**src/rtl/refill_word_buffer_if.sv**
```systemverilog
// Handshake bundle for refill_word_buffer: push strobe/data, flush, and the
// head-word consumer handshake plus occupancy status.
interface refill_word_buffer_if #(
    parameter int BLOCK_WIDTH = 32,
    parameter int DEPTH       = 4
);
    logic                     in_done;
    logic [BLOCK_WIDTH-1:0]   in_data;
    logic                     flush;
    logic                     buff_full;
    logic                     out_valid;
    logic [BLOCK_WIDTH-1:0]   out_data;
    logic                     out_ready;
    logic [$clog2(DEPTH):0]   count;

    modport master (
        output in_done, in_data, flush, out_ready,
        input  buff_full, out_valid, out_data, count
    );

    modport slave (
        input  in_done, in_data, flush, out_ready,
        output buff_full, out_valid, out_data, count
    );
endinterface

```
**src/rtl/refill_word_buffer.sv**
```systemverilog
// Registered FIFO for refill words: no fall-through, full flag from state only.
// Optional sticky overflow flag via `define REFILL_BUF_ERR_FLAG_EN.
module refill_word_buffer #(
    parameter int BLOCK_WIDTH = 32,
    parameter int DEPTH       = 4
) (
    input  logic                clk,
    input  logic                rst,
    refill_word_buffer_if.slave bus
`ifdef REFILL_BUF_ERR_FLAG_EN
    ,
    output logic                err_overflow
`endif
);
    localparam int AW = $clog2(DEPTH);
    localparam int CW = AW + 1;
    localparam logic [CW-1:0] FULL_COUNT = CW'(DEPTH);

    logic [BLOCK_WIDTH-1:0] r_mem [DEPTH];
    logic [AW-1:0]          r_wr_ptr;
    logic [AW-1:0]          r_rd_ptr;
    logic [CW-1:0]          r_count;

    logic w_full;
    logic w_valid;
    logic w_push;
    logic w_pop;

    assign w_full  = (r_count == FULL_COUNT);
    assign w_valid = (r_count != '0);
    // Full is judged on the start-of-cycle count, so a pop never frees room for a same-cycle push.
    assign w_push  = bus.in_done & ~bus.flush & ~w_full;
    assign w_pop   = w_valid & bus.out_ready & ~bus.flush;

    always_ff @(posedge clk) begin
        if (rst || bus.flush) begin
            r_wr_ptr <= '0;
            r_rd_ptr <= '0;
            r_count  <= '0;
        end else begin
            if (w_push) begin
                r_wr_ptr <= r_wr_ptr + AW'(1);
            end
            if (w_pop) begin
                r_rd_ptr <= r_rd_ptr + AW'(1);
            end
            if (w_push && !w_pop) begin
                r_count <= r_count + CW'(1);
            end else if (w_pop && !w_push) begin
                r_count <= r_count - CW'(1);
            end
        end
    end

    always_ff @(posedge clk) begin
        if (!rst && w_push) begin
            r_mem[r_wr_ptr] <= bus.in_data;
        end
    end

`ifdef REFILL_BUF_ERR_FLAG_EN
    logic r_err_overflow;

    always_ff @(posedge clk) begin
        if (rst || bus.flush) begin
            r_err_overflow <= 1'b0;
        end else if (bus.in_done && w_full) begin
            r_err_overflow <= 1'b1;
        end
    end

    assign err_overflow = r_err_overflow;
`endif

    assign bus.buff_full = w_full;
    assign bus.out_valid = w_valid;
    assign bus.out_data  = w_valid ? r_mem[r_rd_ptr] : '0;
    assign bus.count     = r_count;
endmodule

```
**src/flat_wrapper.sv**
```systemverilog
// flat-port wrapper written by rule: the top's interface ports become plain ports
module refill_word_buffer_flat 
#(
    parameter int BLOCK_WIDTH = 32,
    parameter int DEPTH       = 4
)
  (clk, rst, bus_in_done, bus_in_data, bus_flush, bus_out_ready, bus_buff_full, bus_out_valid, bus_out_data, bus_count);
  refill_word_buffer_if #(.BLOCK_WIDTH(BLOCK_WIDTH), .DEPTH(DEPTH)) bus_i ();
  input  logic clk;
  input  logic rst;
  input wire logic [$bits(bus_i.in_done)-1:0] bus_in_done;
  input wire logic [$bits(bus_i.in_data)-1:0] bus_in_data;
  input wire logic [$bits(bus_i.flush)-1:0] bus_flush;
  input wire logic [$bits(bus_i.out_ready)-1:0] bus_out_ready;
  output wire logic [$bits(bus_i.buff_full)-1:0] bus_buff_full;
  output wire logic [$bits(bus_i.out_valid)-1:0] bus_out_valid;
  output wire logic [$bits(bus_i.out_data)-1:0] bus_out_data;
  output wire logic [$bits(bus_i.count)-1:0] bus_count;
  assign bus_i.in_done = bus_in_done;
  assign bus_i.in_data = bus_in_data;
  assign bus_i.flush = bus_flush;
  assign bus_i.out_ready = bus_out_ready;
  assign bus_buff_full = bus_i.buff_full;
  assign bus_out_valid = bus_i.out_valid;
  assign bus_out_data = bus_i.out_data;
  assign bus_count = bus_i.count;
  refill_word_buffer #(.BLOCK_WIDTH(BLOCK_WIDTH), .DEPTH(DEPTH)) u_core (.clk(clk), .rst(rst), .bus(bus_i));
endmodule
```
**config.mk**
```make
export PLATFORM = sky130hd
export DESIGN_NAME = refill_word_buffer_flat
export DESIGN_NICKNAME = d
export VERILOG_FILES = /design/src/rtl/refill_word_buffer_if.sv /design/src/rtl/refill_word_buffer.sv /design/src/flat_wrapper.sv
export SDC_FILE = /design/constraint.sdc
export NUM_CORES = 1
export LEC_CHECK = 0
export CAP_MARGIN = 10
export CORE_ASPECT_RATIO = 0.75
export CORE_MARGIN = 3
export CORE_UTILIZATION = 54
export CTS_CLUSTER_SIZE = 16
export DETAILED_ROUTE_END_ITERATION = 8
export PLACE_DENSITY = 0.79
export SYNTH_ARGS = -nofsm -noshare
export SYNTH_HDL_FRONTEND = slang
export SYNTH_SLANG_ARGS = --single-unit
```
**constraint.sdc**
```tcl
create_clock -name clk -period 3.94 [get_ports clk]
set_input_delay 0.394 -clock clk [delete_from_list [all_inputs] [get_ports clk]]
set_output_delay 0.394 -clock clk [all_outputs]
set_load 0.03 [all_outputs]
```
==> parameters.txt <==
Parameter                              Value

Status
  Status ... completed

Global route
  Maximum number of pins on one net before global-route repair ... 33
  Initial antenna violation count ... 1
  Aggregate global routing overflow ... 0
  Combined global-route utilization of all metal layers ... 18.6%
  Number of global-route vias before repair ... 2754
  Wire length of the first global-routing pass ... 15200 microns

STA
  Max-slew violation count ... 0
  Setup repair after global routing missed its margin ... no
  Portion of the clock cycle consumed by the worst path in the final layout ... 82.2%
  Post-Route Skew ... 0.00778 ns
  Max-Slew Margin vs Limit ... 43.4%
  Summed negative setup slack over all endpoints ... 0 ns
  Highest clock rate ... a little over 0.3 GHz
  Setup violators final ... 0
  Final critical path time including I/O delays and setup ... ~3.2 ns
  Slew at the pin with the worst max-slew slack ... between 0.8 and 0.9 ns
  Worst setup margin ... ~0.70 ns
  Final Hold Fails ... 0

Power and ir drop
  NetSw ... ~730 uW
  Seq pwr share ... 47.8%
  Internal cell power ... 2.66 mW
  Share of total power in the clock network ... about 45%
  Switching part of the total power ... 21.5%
  P_leak ... 2.23 nW
  Cell Pwr Density ... between 400 and 500 nW/um^2
  Worst supply voltage drop on vdd ... 0.371 mV
  Gate power share ... 7.6%

Critical path
  Required time reported for the critical path endpoint ... 3.55 ns
  Register-to-Register Setup Slack ... around 1.6 ns
  R2R depth ... 9
  Start of the worst register-to-register path ... u_core.bus.count[0]$_SDFFE_PP0P_
  Arrival time of the worst setup path ... 2.85 ns
  Worst-path fanout max ... 20
  Critical Path Sink ... bus_out_data[0]
  Type of the worst setup path ... flip-flop to primary output
  Capture instance of the worst register-to-register path ... u_core.bus.count[2]$_SDFFE_PP0P_
  Kind of end point of the critical path ... primary output
  CP startpoint kind ... flip-flop

Detailed routing
  Final WL ... 9500 microns
  Vias per Instance ... 5.45
  Total number of vias ... between 2k and 3k
  Count of nets left with antenna violations after detail routing ... 0
  Number of DRC violations after detailed-routing iteration 0 ... around 270
  Final routed DRC violation total ... 0
  Average routed wire per standard cell ... 19.5 microns
  Detailed-routing iteration count for the pre-antenna-repair pass ... 4

Die
  Initial cell density of the core ... 57.3%
  Die span in y ... 92.3 microns
  Die Area ... 11200 sq um
  DIE WIDTH ... 121 microns
  Boundary pin count ... 74
  Area of the core ... 9350 sq um
  Site row count ... 30

Layout
  Share of post-route cells with drive strength above 1 ... around 22%
  Area grow syn2layout ... 27.2%
  Post-layout nets ... 388
  Antenna cells ... 0

Clock network
  Root buf cell ... clkbuf_16
  CTS Hold Bufs ... 0
  Clk sink count ... 137
  Resized cells post-CTS ... 0
  Clock latency at the later pin of the worst-skew pair ... around 0.41 ns
  CTS H-tree lvls ... 4
  Buffer count from post-CTS setup fixing ... 0
  Max Root-Sink Buffers ... 2
  Clock transition at the registers of the reported paths ... around 0.060 ns
  Clock tree from TritonCTS ... done
  Number of buffers created by CTS ... 17

Yosys
  Sequential-to-total area share from yosys stat ... 75.1%
  Post-synth top flop ... edfxtp_1
  Cell area after synthesis ... 5360 sq um
  Number of enable-type register cells in the synthesized netlist ... between 100 and 150
  Largest area contributor in the netlist ... edfxtp_1
  Yosys warns ... 0
  Number of distinct library cell variants in the gate-level netlist after synthesis ... 27
  Number of nets in the synthesized netlist ... 298
  Async set-or-reset flop fraction in the synthesized netlist ... 0%
  Most used standard cells in the synthesized netlist ... 128 x edfxtp_1, 32 x and2_1, 30 x mux4_2
  Mean post-synth cell area ... ~21 sq um
  Most common cell in the netlist ... edfxtp_1
  Fraction of synthesized cell area taken by the top area cell type ... 71.7%
  Top cells by area in the synthesized netlist ... edfxtp_1 72%, mux4_2 13%, and2_1 3.7%
  Number of cells produced by synthesis ... 255
  Flip-flop and latch count after synthesis ... 137

Hold path
  Worst Hold Depth ... 2
  Kind of path behind the tightest hold check ... flip-flop to flip-flop

Placed design
  Weighted congestion reported at the end of routability-driven placement ... 0.721
  Number of buffer cells added on primary ports ... 73
  HPWL after DPL ... 5610 microns
  Minimum setup slack after placement ... 1.08 ns

Job
  Number of max-cap violations ... 0
==> how the worst min path moves through the flow <==
stage,from,end,slack [ns]
floorplan,u_core.r_wr_ptr[1]$_SDFFE_PP0P_,u_core.r_wr_ptr[1]$_SDFFE_PP0P_,0.47
global placement,u_core.r_wr_ptr[1]$_SDFFE_PP0P_,u_core.r_wr_ptr[1]$_SDFFE_PP0P_,0.49
detailed placement,u_core.r_wr_ptr[1]$_SDFFE_PP0P_,u_core.r_wr_ptr[1]$_SDFFE_PP0P_,0.50
CTS,u_core.r_wr_ptr[1]$_SDFFE_PP0P_,u_core.r_wr_ptr[1]$_SDFFE_PP0P_,0.50
global route,u_core.r_wr_ptr[1]$_SDFFE_PP0P_,u_core.r_wr_ptr[1]$_SDFFE_PP0P_,0.53
finish,u_core.r_wr_ptr[1]$_SDFFE_PP0P_,u_core.r_wr_ptr[1]$_SDFFE_PP0P_,0.50
==> logic make-up after synthesis <==
group / Yosys count / synth area share, %
flip-flops: 137 / 75.1
AO/OA/AOI/OAI: 6 / 0.724
multiplexers: 34 / 14.0
XOR/XNOR: 4 / 0.654
adder cells (fa/ha/maj): 6 / 1.54
AND/OR/NAND/NOR: 52 / 5.77
buffers and inverters: 16 / 2.24
==> state kept, by name (all words and copies together), names as in the netlist, named ones only <==
signal and count:
u_core.r_wr_ptr 2, u_core.r_mem 128, u_core.bus.count 3, u_core.r_rd_ptr 2
==> layer usage <==
metal	global-route usage, %	part of all wire, %
met2	27.2	49
met4	7.08	0.87
met1	26.6	44
met3	5.98	6.6
met5	0	0.21
==> power by group through the flow <==
stage          clock, mW  sequential (mW)  combinational [mW]
2_1_floorplan          0             1.65               0.134
3_3_place_gp           0             1.65               0.253
3_5_place_dp           0             1.65               0.256
4_1_cts             1.54             1.62               0.259
5_1_grt             1.61             1.62               0.273
6_report            1.51             1.62               0.256
==> area by class of cell <==
class | instances | area, sq um
clock buffer | 17 | 425
clock inverter | 15 | 153
multi-input combinational | 102 | 1230
fill | 552 | 2530
timing repair buffer | 82 | 798
inverter | 5 | 18.8
sequential | 137 | 4030
tap | 128 | 160
==> stage by stage <==
stage / std cells / cell area (sq um) / power [mW] / util (%) / hold WS [ns]
after floorplan: 255 / 5360 / 1.78 / - / 0.471
after global placement: 454 / 6240 / 1.90 / 66.7 / 0.488
after detailed placement: 454 / 6240 / 1.90 / 66.7 / 0.498
after CTS: 486 / 6820 / 3.41 / 72.9 / 0.503
after global routing: 486 / 6820 / 3.50 / 72.9 / 0.531
final: 486 / 6820 / 3.39 / 72.9 / 0.497
==> cells in the final DEF, fill, tap and decap left out <==
cell type,netlist,final
clkbuf_16,0,17
nand2_1,3,3
a21o_1,1,1
o21ai_0,1,1
clkinv_4,0,3
nor2b_1,1,1
clkinvlp_4,0,4
clkinv_2,0,3
edfxtp_1,128,128
nor3b_2,0,4
fa_1,1,1
nor2_1,6,6
bufinv_16,0,2
dfxtp_2,0,2
or2_2,2,2
mux4_2,30,30
nand3_1,1,1
mux2i_1,2,2
xor2_1,4,4
inv_6,0,2
dfxtp_1,9,7
buf_4,0,9
o31ai_1,1,1
clkdlybuf4s50_1,0,73
mux4_1,2,2
or3b_1,1,1
and2_1,32,32
a21oi_1,2,2
or3_1,2,2
inv_1,5,5
o311ai_0,1,1
ha_1,5,5
clkinv_1,0,1
==> worst max-delay path, stage by stage (launching register included) <==
cell and delay, ns:
dfxtp_2 0.78, buf_4 0.33, mux4_1 0.56, and2_1 0.16, clkdlybuf4s50_1 0.59
Note: power is estimated with default switching activity, not from simulation.
